[src/rtl/stream_fifo.sv]
// stream_fifo: first-word-fall-through FIFO with valid/ready on both sides.
// Entry registers are loaded through a one-hot decode of the write pointer.
module stream_fifo #(
   parameter int WIDTH       = 16,
   parameter int DEPTH       = 8,
   parameter int AFULL_LEVEL = 6
) (
   input  logic                   clock,
   input  logic                   reset,
   input  logic                   flush,
   input  logic [WIDTH-1:0]       in_data,
   input  logic                   in_valid,
   output logic                   in_ready,
   output logic [WIDTH-1:0]       out_data,
   output logic                   out_valid,
   input  logic                   out_ready,
   output logic [$clog2(DEPTH):0] count,
   output logic                   afull
);

   localparam int AW = $clog2(DEPTH);
   localparam int CW = AW + 1;

   logic [AW-1:0]    wr_ptr;
   logic [AW-1:0]    rd_ptr;
   logic [WIDTH-1:0] entry [DEPTH];
   logic [DEPTH-1:0] load;
   logic             push;
   logic             pop;

   assign in_ready  = (count != CW'(DEPTH));
   assign out_valid = (count != '0);
   assign push      = in_valid & in_ready;
   assign pop       = out_valid & out_ready;
   assign out_data  = entry[rd_ptr];
   assign afull     = (count >= CW'(AFULL_LEVEL));

   // One-hot entry load enable; a flush drops the offered word.
   always_comb begin
      load = '0;
      if (push && !flush) begin
         load[wr_ptr] = 1'b1;
      end
   end

   // Entry storage; contents need no reset since count gates visibility.
   always_ff @(posedge clock) begin
      for (int i = 0; i < DEPTH; i++) begin
         if (load[i]) begin
            entry[i] <= in_data;
         end
      end
   end

   // Wrapping pointers and occupancy; flush beats push and pop.
   always_ff @(posedge clock or posedge reset) begin
      if (reset) begin
         wr_ptr <= '0;
         rd_ptr <= '0;
         count  <= '0;
      end else if (flush) begin
         wr_ptr <= '0;
         rd_ptr <= '0;
         count  <= '0;
      end else begin
         if (push) begin
            wr_ptr <= wr_ptr + AW'(1);
         end
         if (pop) begin
            rd_ptr <= rd_ptr + AW'(1);
         end
         unique case ({push, pop})
            2'b10:   count <= count + CW'(1);
            2'b01:   count <= count - CW'(1);
            default: count <= count;
         endcase
      end
   end

endmodule

[config.mk]
export PLATFORM = sky130hd
export DESIGN_NAME = stream_fifo
export DESIGN_NICKNAME = d
export VERILOG_FILES = /design/src/rtl/stream_fifo.sv
export SDC_FILE = /design/constraint.sdc
export NUM_CORES = 1
export LEC_CHECK = 0
export CAP_MARGIN = 0
export CORE_ASPECT_RATIO = 0.5
export CORE_MARGIN = 2
export CORE_UTILIZATION = 45
export DETAILED_ROUTE_END_ITERATION = 6
export SLEW_MARGIN = 20
export SYNTH_ARGS = -nofsm -noshare
export SYNTH_HDL_FRONTEND = slang
export SYNTH_SLANG_ARGS = --single-unit
[constraint.sdc]
create_clock -name clock -period 3.6 [get_ports clock]
set_clock_uncertainty 0.15 [all_clocks]
set_input_delay 0.54 -clock clock [delete_from_list [all_inputs] [get_ports clock]]
set_output_delay 0.54 -clock clock [all_outputs]
set_load 0.005 [all_outputs]
==> results of run 1 <==
[cells by family after synthesis]
family	Yosys count
XOR/XNOR	6
AND/OR/NAND/NOR	36
buffers and inverters	18
AO/OA/AOI/OAI	16
adder cells (fa/ha/maj)	4
flip-flops	138
multiplexers	50
[critical path: cells and delay by family, from the launching register on]
| family | cells | cell delay [ns] |
|---|---|---|
| DFF | 1 | 0.35 |
| buffers and inverters | 2 | 0.78 |
| muxes | 2 | 0.86 |
[power by group through the flow]
stage               Sequential (mW)  Clock [mW]  Combinational [mW]
finish                         1.89        1.89                1.06
detailed placement             1.92           0                1.08
CTS                            1.89        1.93                1.09
global route                   1.90        2.00                1.16
global placement               1.92           0                1.06
floorplan                      1.90           0               0.718
[per-layer routing]
layer	GRT usage, %	share of wire (%)	vias to the layer above
li1	-	-	1223
met4	7.23	0.45	0
met2	28.6	50	66
met3	4.55	3.7	4
met5	0	0	-
met1	22.3	46	1441
[final timing paths]
check / end / slack [ns] / cells past startpoint
setup / recovery: out_data[6] / 0.50 / 4
hold / removal: wr_ptr[0] / 0.29 / 2
setup reg to reg: count[3] / 0.65 / 8
hold reg to reg: rd_ptr[2] / 0.39 / 2
max in group asynchronous: rd_ptr[0] / 2.69 / 2
min in group clock: rd_ptr[2] / 0.39 / 2
[per-stage QoR]
| step | setup slack, ns | power [mW] | instance area, µm² |
|---|---|---|---|
| after floorplan | 0.704 | 2.61 | 5530 |
| after global placement | 0.664 | 2.98 | 6190 |
| after detailed placement | 0.421 | 3.00 | 6190 |
| after CTS | 0.466 | 4.91 | 6840 |
| after global routing | 0.373 | 5.06 | 6840 |
| final | 0.504 | 4.85 | 6840 |
[final cells by class]
cell class	count	area share (%)
well taps	165	3.02
clock buffers	19	6.33
repair buffers	56	7.72
multi-input cells	112	19.8
flip-flops and latches	138	59.8
inverters	2	0.110
clock inverters	13	3.16
[registers in the layout, indices dropped and copies added (netlist names)]
register / count
count: 4
rd_ptr: 3
entry: 128
wr_ptr: 3
[cell usage after synthesis]
cell and count:
o221ai_1 1, a21o_1 1, a31o_2 1, inv_1 2
nand3_1 4, a221oi_2 1, nor3_1 2, xor2_1 3
xnor2_1 3, buf_6 3, o311ai_1 1, o41a_1 1
mux4_2 32, o221a_4 1, nand4b_1 2, a2111oi_1 1
ha_1 4, and3b_1 1, mux2_2 16, o31ai_1 1
clkbuf_1 8, a31oi_1 1, dfrtp_1 10, nor2_1 14
edfxtp_1 128, buf_1 2, mux2i_1 2, a21oi_1 4
o21ai_0 1, or4_1 1, or4b_4 1, nand2b_1 4
nand2_1 5, a211oi_1 1, buf_2 3, or3_1 2
==> flow_metrics.tcl, run 1 <==
set metrics [dict create \
    ff_latch_area_mm2 0.00410 \
    routed_wl_um 10500 \
    drc 0 \
    combPwrFrac_pct 21.9 \
    dp_cells 473 \
    synth_fa_ha_area_share_pct 0.904 \
    area_delta_synth_final_pct 23.6 \
    tns_ns 0 \
    worstPathCellList "buf_4 > mux4_2 > mux2_2 > clkdlybuf4s50_1" \
    rsz0062_at_grt "no" \
    status "finished clean" \
    cts_tree "yes" \
    synthDistinctLibCells 36 \
    synth-compound-area-share_pct 2.46 \
    internal_power_mw 3.70 \
    grt_use_total_pct 17.3 \
    multi_input_area_mm2 0.00136 \
    setup-violations-final 0 \
    cts_max_path_buffers 2 \
    fp.coreArea_mm2 0.0119 \
    max_stage_delay_ns 0.56 \
    p_leak_nw 2.25 \
    timing.hold.ws_ns 0.287 \
    netSwitchingFraction_pct 23.7 \
    initial_core_util_pct 46.5 \
    numCtsBuffers 17 \
    rows 28 \
    synth_top_cell_by_area "edfxtp_1" \
    dr.pass1.iters 4 \
    synth_top_family_by_area "multiplexers" \
    maxSlewViolCount 0 \
    finalHoldViolCount 0 \
    worstPathRequired_ns 2.91 \
    yosysSeqAreaShare_pct 74.0 \
    synthMuxAreaShare_pct 16.6 \
    overflow 0 \
    crit_type "reg2out" \
    grt_max_degree 33 \
    ant_nets 0 \
    clock_latency_ns 0.40 \
    period_needed_ns 3.10 \
    relSlewSlack_pct 65.8 \
    final_cell_mix "128 x edfxtp_1, 43 x clkdlybuf4s50_1, 32 x mux4_2, 17 x clkbuf_16, 16 x mux2_2" \
    hold_class "in2async" \
    startpoint_type "register" \
    worstSetupStartpoint "rd_ptr[0]" \
    crit_path_max_fanout 17 \
    diodes 0 \
    yosys.area_share.simple_pct 3.37 \
    synth_nets 293 \
    p_switching_mw 1.15 \
    die_height_um 82.4 \
    path_clk_slew_ns 0.06 \
    drv_cap 0 \
    p_per_area_mw_per_mm2 709 \
    seq_power_share_pct 39.0 \
    fmax_mhz 323 \
    synth.avg_cell_area_um2 20.6 \
    final_nets 352 \
    routabilityCongestion 0.807 \
    post-cts-setup-buffers 0 \
    p_clk_share_pct 39.0 \
    reg2reg_from "count[0]" \
    syn_area_mm2 0.00553 \
    ys_seq_elements 138 \
    instances_no_fill 505 \
    layout_commonest_cell "edfxtp_1" \
    via_count 2734 \
    cp_slowest_cell "mux4_2" \
    dp_hpwl_um 5950 \
    layout-drive-gt1-share_pct 28.8 \
    ios 44 \
    grt_antenna_before_repair 0 \
    grt_pass1_wl_um 16100 \
    synthCells 268 \
    hold_buffers 0 \
    synth_warnings 0 \
    avgRoutedWirePerCell_um 20.7 \
    tightest_slew_ns 0.511 \
    synthXorXnorAreaFrac_pct 0.950 \
    grt_pass1_vias 2808 \
    fin_crit_sh_pct 86.0 \
    n_fill_cell 912 \
    viasPerCell 5.41 \
    io_buffers 43 \
    synth.area.top_cells "edfxtp_1 69%, mux4_2 13%, dfrtp_1 4.5%" \
    die_x_um 161 \
    drt_iter0_drc 180 \
    end_kind "output pin" \
    peakVddDrop_mv 0.373 \
    dieArea_mm2 0.0133 \
    cts_resized 0 \
    root_buffer "clkbuf_16" \
    cp.arrival_ns 2.41 \
    clkSinkCount 138 \
    final_core_util_pct 57.4 \
    htreeDepth 4 \
    synth_top_area_share_pct 69.5 \
]
Note: power is estimated with default switching activity, not from simulation.
==> inputs of run 2 (changes only) <==
--- a/config.mk
+++ b/config.mk
@@ -10,6 +10,7 @@
 export CORE_MARGIN = 2
 export CORE_UTILIZATION = 45
 export DETAILED_ROUTE_END_ITERATION = 6
+export SETUP_SLACK_MARGIN = 0.05
 export SLEW_MARGIN = 20
 export SYNTH_ARGS = -nofsm -noshare
 export SYNTH_HDL_FRONTEND = slang
==> results of run 2 <==
No change in the layout: final DEF, timing and power equal those of run 1.
==> inputs of run 3 (changes only) <==
--- a/config.mk
+++ b/config.mk
@@ -10,6 +10,7 @@
 export CORE_MARGIN = 2
 export CORE_UTILIZATION = 45
 export DETAILED_ROUTE_END_ITERATION = 6
+export GPL_TIMING_DRIVEN = 1
 export SETUP_SLACK_MARGIN = 0.05
 export SLEW_MARGIN = 20
 export SYNTH_ARGS = -nofsm -noshare
==> results of run 3 <==
No change in the layout: final DEF, timing and power equal those of run 1.
